File: config.mk
export PLATFORM = sky130hd
export DESIGN_NAME = com_mem_mailbox_reader
export DESIGN_NICKNAME = d
export VERILOG_FILES = /design/src/rtl/com_mem_mailbox_reader.sv
export SDC_FILE = /design/constraint.sdc
export NUM_CORES = 1
export LEC_CHECK = 0
export BUFFER_PORTS_ARGS = -buffer_cell sky130_fd_sc_hd__buf_2
export CAP_MARGIN = 20
export CORE_ASPECT_RATIO = 0.75
export CORE_MARGIN = 2
export CORE_UTILIZATION = 55
export CTS_BUF_LIST = sky130_fd_sc_hd__clkbuf_4
export DETAILED_ROUTE_END_ITERATION = 12
export PLACE_DENSITY_LB_ADDON = 0.12
export SLEW_MARGIN = 15
export SYNTH_ARGS = -nofsm -noshare
export SYNTH_HDL_FRONTEND = slang
export SYNTH_SLANG_ARGS = --single-unit
File: constraint.sdc
create_clock -name clk -period 7.5 [get_ports clk]
set_input_delay 1.5 -clock clk [delete_from_list [all_inputs] [get_ports clk]]
set_output_delay 1.5 -clock clk [all_outputs]
set_load 0.01 [all_outputs]
File: src/rtl/com_mem_mailbox_reader.sv
// Polls a mailbox descriptor in shared memory, streams its payload words out,
// then clears the descriptor's valid flag byte to hand the mailbox back.
module com_mem_mailbox_reader #(
  parameter int unsigned DESC_ADDR = 0,
  parameter int unsigned POLL_GAP  = 16
) (
  input  logic        clk,
  input  logic        reset,
  input  logic        enable,
  output logic [9:0]  address,
  output logic        chipselect,
  output logic        write,
  output logic [31:0] writedata,
  output logic [3:0]  byteenable,
  input  logic [31:0] readdata,
  output logic [31:0] st_data,
  output logic        st_valid,
  output logic        st_sop,
  output logic        st_eop,
  input  logic        st_ready,
  output logic        busy,
  output logic [15:0] frames_done
);

  localparam logic [9:0]  DescAddr = 10'(DESC_ADDR);
  localparam logic [15:0] GapLast  = 16'(POLL_GAP - 1);

  typedef enum logic [2:0] {
    StIdle, StPoll, StCheck, StRead, StFetch, StSend, StClear, StGap
  } state_e;

  state_e      state_q, state_d;
  logic [9:0]  idx_q, idx_d;
  logic [9:0]  len_q, len_d;
  logic [15:0] gap_q, gap_d;
  logic [15:0] frames_q, frames_d;
  logic [31:0] data_q, data_d;
  logic        sop_q, sop_d;
  logic        eop_q, eop_d;

  always_ff @(posedge clk or posedge reset) begin
    if (reset) begin
      state_q  <= StIdle;
      idx_q    <= '0;
      len_q    <= '0;
      gap_q    <= '0;
      frames_q <= '0;
      data_q   <= '0;
      sop_q    <= 1'b0;
      eop_q    <= 1'b0;
    end else begin
      state_q  <= state_d;
      idx_q    <= idx_d;
      len_q    <= len_d;
      gap_q    <= gap_d;
      frames_q <= frames_d;
      data_q   <= data_d;
      sop_q    <= sop_d;
      eop_q    <= eop_d;
    end
  end

  always_comb begin
    state_d    = state_q;
    idx_d      = idx_q;
    len_d      = len_q;
    gap_d      = gap_q;
    frames_d   = frames_q;
    data_d     = data_q;
    sop_d      = sop_q;
    eop_d      = eop_q;
    address    = '0;
    chipselect = 1'b0;
    write      = 1'b0;
    writedata  = '0;
    byteenable = '0;
    st_valid   = 1'b0;

    unique case (state_q)
      StIdle: begin
        if (enable) state_d = StPoll;
      end
      StPoll: begin
        chipselect = 1'b1;
        address    = DescAddr;
        state_d    = StCheck;
      end
      StCheck: begin
        len_d = readdata[9:0];
        if (!readdata[31]) begin
          state_d = StGap;
        end else if (readdata[9:0] == 10'd0) begin
          state_d = StClear;
        end else begin
          idx_d   = 10'd1;
          state_d = StRead;
        end
      end
      StRead: begin
        chipselect = 1'b1;
        address    = DescAddr + idx_q;  // wraps modulo 1024
        state_d    = StFetch;
      end
      StFetch: begin
        data_d  = readdata;
        sop_d   = (idx_q == 10'd1);
        eop_d   = (idx_q == len_q);
        state_d = StSend;
      end
      StSend: begin
        st_valid = 1'b1;
        if (st_ready) begin
          if (idx_q == len_q) begin
            state_d = StClear;
          end else begin
            idx_d   = idx_q + 10'd1;
            state_d = StRead;
          end
        end
      end
      StClear: begin
        // Zero only the top byte so LEN survives for anyone inspecting memory.
        chipselect = 1'b1;
        write      = 1'b1;
        address    = DescAddr;
        byteenable = 4'b1000;
        frames_d   = frames_q + 16'd1;
        state_d    = StGap;
      end
      StGap: begin
        if (gap_q == GapLast) begin
          gap_d   = '0;
          state_d = StIdle;
        end else begin
          gap_d = gap_q + 16'd1;
        end
      end
      default: state_d = StIdle;
    endcase
  end

  assign st_data     = data_q;
  assign st_sop      = sop_q;
  assign st_eop      = eop_q;
  assign busy        = (state_q != StIdle) && (state_q != StGap);
  assign frames_done = frames_q;

endmodule

Word-level counts from Yosys, hierarchy flattened
Index checks and enable logic that the tools add are counted.
- $add $sub $neg: 3
- equality and inequality tests: 17
- mux-type cells: 18
- reductions and logical operators: 8
- operator list (kind ; number):
    two-way mux 10 bit ; 5
    adder 16 x 1 -> 16 bit, second input constant ; 2
    case mux 3 bit (8 select lines) ; 1
    case mux 10 bit (2 select lines) ; 1
    two-way mux 3 bit ; 6
    == test 16 x 4 -> 1 bit, second input constant ; 1
    two-way mux 16 bit ; 1
    == test 3 bit, second input constant ; 4
    inequality test 2 bit, second input constant ; 6
    adder 10 x 1 -> 10 bit, second input constant ; 1
    == test 10 x 1 -> 1 bit, second input constant ; 1
    == test 10 bit ; 1
    logical NOT 10 bit ; 1
    == test 3 x 2 -> 1 bit, second input constant ; 2
    AND reduction 5 bit ; 1
    two-way mux 4 bit ; 1
    == test 3 x 1 -> 1 bit, second input constant ; 1
    logical NOT 3 bit ; 1
    two-way mux 1 bit ; 3
    inequality test 3 bit, second input constant ; 1
    AND reduction 3 bit ; 1
    nonzero test 3 bit ; 1
    OR reduction 3 bit ; 1
    nonzero test 2 bit ; 1
    logical AND 1 bit ; 1
- register bits: 89
- bits of input ports: 36

Logic depth before layout (Yosys ltp)
- word-level depth: 4
- mapped depth: 7
- mapped depth without buffers: 7

Worst setup path before layout
No wires, ideal clock.
- path type: in2reg
- start point: in readdata[7]
- end point: reg idx_q[6]
- setup time: 0.066 ns
- arrival time: 2.916 ns
- data required time: 7.434 ns
- slack: 4.518 ns
- cell stages on the path: 5
- buffers on the path: 0
- path through: or4_1 > nor4_1 > or4b_2 > o21a_1 > a221o_1
- word-level cells in the longest chain between the ends: 3
- ends and longest elaborated chain (element ; line ; source):
    start, declared ; 15 ; input logic [31:0] readdata,
    logical NOT 10 bit ; 92 ; end else if (readdata[9:0] == 10'd0) begin
    inequality test 2 bit (no source line) ; n/a ;
    AND reduction 5 bit (no source line) ; n/a ;
    end signal, assigned ; 53 ; idx_q <= idx_d;
    end, declared ; 33 ; logic [9:0] idx_q, idx_d;
No other way between the ends.
A chain may end at the register's enable or synchronous reset.

Final worst setup path
- start point: reg state_q[0]
- end point: out busy
- word-level cells in the longest chain between the ends: 2
- elaborated cells on any way between the ends: 3
- classes of those cells: eq/ne: 1; reduce/logical: 2
- ends and longest elaborated chain (element ; line ; source):
    start, declared ; 32 ; state_e state_q, state_d;
    start signal, assigned ; 43 ; state_q <= StIdle;
    start signal, assigned ; 52 ; state_q <= state_d;
    inequality test 3 bit / nonzero test 3 bit (equally long branches) ; 145 ; assign busy = (state_q != StIdle) && (state_q != StGap);
    logical AND 1 bit (*) ; 145 ;
    end, declared ; 21 ; output logic busy,
Mark *: on every way between the ends. The rest lies on a longest branch, timed or not.

==> flow_metrics.py <==
metrics = {
    "floorplan": {
        "num_rows": 28,
        "die_y_um": 81.50,
        "core_um2": 7812,
        "die_w_um": 107.3,
        "start_util": 0.5637,
        "io_pins": 136,
        "dieArea_um2": 8747,
    },
    "global_route": {
        "grtUsageTotal": 0.1991,
        "grt_remaining_overflow": 0,
        "use_met3": 0.05873,
        "grt_busiest_layer": "met2",
        "grt_pass1_wl_mm": 13.70,
        "grt_use_met1": 0.2762,
        "antenna_found_initial": 0,
        "grt_max_degree": 90,
        "grt_pass1_vias": 2780,
        "use_met2": 0.3146,
    },
    "route": {
        "antenna_left": 0,
        "drc": 0,
        "vias": 3176,
        "via_per_inst": 5.276,
        "routed_wl_mm": 8.682,
        "drt_first_pass_iters": 4,
        "wire_per_inst_um": 14.42,
        "drt_iter0_drc": 146,
    },
    "sta": {
        "setup-tns-final_ps": 0,
        "hold_viol_final": 0,
        "report.final.slew_viol_count": 0,
        "setup_viol": 0,
        "skew_ps": 24.01,
        "final.min_clock_period_ps": 3528,
        "tightestPinTransition_ps": 979.7,
        "slew_headroom": 0.3408,
        "rsz0062_at_grt": "no",
        "max_freq_ghz": 0.2834,
        "fin_crit_sh": 0.4705,
    },
    "finish": {
        "area_growth_pct": 13.13,
        "finalNonFillerCells": 602,
        "utilization": 0.6377,
        "final_nets": 532,
        "layout-drive-gt1-share": 0.3481,
        "fill_cells": 640,
        "diodes": 0,
    },
    "hold_path": {
        "hp-class": "reg2reg",
        "whs_path_depth": 1,
        "worstHoldStart": "frames_done[15]",
        "holdPathEnd": "frames_done[15]",
    },
    "synthesis": {
        "syn_area_um2": 4404,
        "synth_top_area_share": 0.5057,
        "synth_edf_count": 0,
        "synthArstFlopShare": 1.000,
        "synth.distinct_cells": 48,
        "ys_seq_area_frac": 0.5057,
        "yosysMostFrequentCell": "dfrtp_1",
        "ys_top_cells_by_count": "dfrtp_1, mux2_2, buf_4",
        "yosys_register_bits": 89,
        "yosys.area.top_type": "dfrtp_1",
        "avgSynthCellArea_um2": 11.21,
        "ys_warn_count": 0,
        "syn_inst": 393,
        "synthTopCellsByArea": "dfrtp_1, mux2_2, buf_4, xnor2_1, nand2_1",
        "synthFlopType": "dfrtp_1",
    },
    "place": {
        "place_inst": 586,
        "place_hpwl_mm": 6.242,
        "routabilityCongestion": 0.8689,
        "numPortBuffers": 100,
    },
    "clock_tree": {
        "ctsResizeCount": 0,
        "cts_setup_buffers": 0,
        "clock_sinks": 89,
        "ctsHoldBuffers": 0,
        "clockRootBuffer": "clkbuf_4",
        "cts_tree": "done",
        "cts_buffers": 9,
        "htree_levels": 3,
        "cts_buffer_depth": 2,
        "clk_latency_ps": 440,
        "path_clk_slew_ps": 130,
    },
    "run": {
        "cap_violations": 0,
    },
    "setup_path": {
        "arrival_ps": 2030,
        "criticalPathCategory": "reg2out",
        "r2r_slack_ps": 5010,
        "rr_startpoint": "idx_q[2]",
        "cp-start-kind": "register",
        "cp_data_required_time_ps": 6000,
        "r2r_cells": 6,
        "r2r-end": "idx_q[6]",
        "crit_path_end_kind": "output port",
        "cp_max_fo": 13,
    },
    "power_and_ir_drop": {
        "pwr_density_cell_nw_per_um2": 341.4,
        "p_leak_nw": 2.453,
        "vdd_drop_max_uv": 209.4,
    },
    "run_status": {
        "run_status": "finished clean",
    },
}
[stage by stage]
stage / total power (W) / hold slack (ps) / setup slack, ps / instance area (µm²)
2_1_floorplan: 0.001264 / 446.5 / 3693 / 4532
3_3_place_gp: 0.001469 / 461.0 / 4042 / 4866
3_5_place_dp: 0.001484 / 465.8 / 4030 / 4866
4_1_cts: 0.001715 / 489.9 / 3979 / 4979
5_1_grt: 0.001825 / 511.2 / 3820 / 4982
6_report: 0.001701 / 479.9 / 3972 / 4982
[layout by cell type, fill, tap and decap left out, types with 12 or more instances in the layout]
cell	instances
buf_2	100
dfrtp_1	89
mux2_2	45
conb_1	35
nand2_1	28
nor2_1	23
xnor2_1	23
nand3_1	14
nand4_1	12
[routing by layer]
layer | vias up | wire length, µm
met5 | - | 0
met4 | 0 | 55
met3 | 5 | 543
met2 | 102 | 4110
met1 | 1556 | 3972
li1 | 1513 | -
[where the power goes]
part	switching (W)	leakage, nW	internal, W
Clock	0.000163	0.0675	0.0000678
Combinational	0.000334	1.26	0.000338
Sequential	0.000153	1.12	0.000645
[how the worst max path moves through the flow]
stage | from | end | slack [ps] | depth (start not counted)
global route | state_q[0] | busy | 3820 | 4
CTS | state_q[0] | busy | 3980 | 4
global placement | readdata[7] | idx_q[6] | 4040 | 6
detailed placement | readdata[7] | idx_q[6] | 4030 | 6
floorplan | reset | frames_done[0] | 3690 | 1
finish | state_q[0] | busy | 3970 | 4
[registers in the layout (all words and copies together) (netlist names)]
| register | cells |
|---|---|
| st_sop | 1 |
| idx_q | 10 |
| gap_q | 16 |
| state_q | 3 |
| st_eop | 1 |
| st_data | 32 |
| len_q | 10 |
| frames_done | 16 |
[layout make-up]
cell class	count	area (µm²)	area share
clock buffer	9	67.56	0.01356
clock inverter	7	45.04	0.009041
inverter	7	27.53	0.005525
multi-input combinational	282	1957	0.3928
sequential	89	2227	0.4470
tap	105	131.4	0.02637
timing repair buffer	103	526.8	0.1057
[worst max-delay path, stage by stage (launching register included)]
cell,delay (ps)
dfrtp_1,580
nand2_1,160
nor2_1,530
nor2_1,150
buf_2,180
[cell families after synthesis]
logic type | after synthesis | share of synthesized area
other | 1 | 0.0008515
XOR/XNOR | 34 | 0.06761
adder cells (fa/ha/maj) | 4 | 0.01136
buffers and inverters | 56 | 0.07954
AND/OR/NAND/NOR | 127 | 0.1546
AO/OA/AOI/OAI | 34 | 0.05853
flip-flops | 89 | 0.5057
multiplexers | 48 | 0.1219
Note: power is estimated with default switching activity, not from simulation.
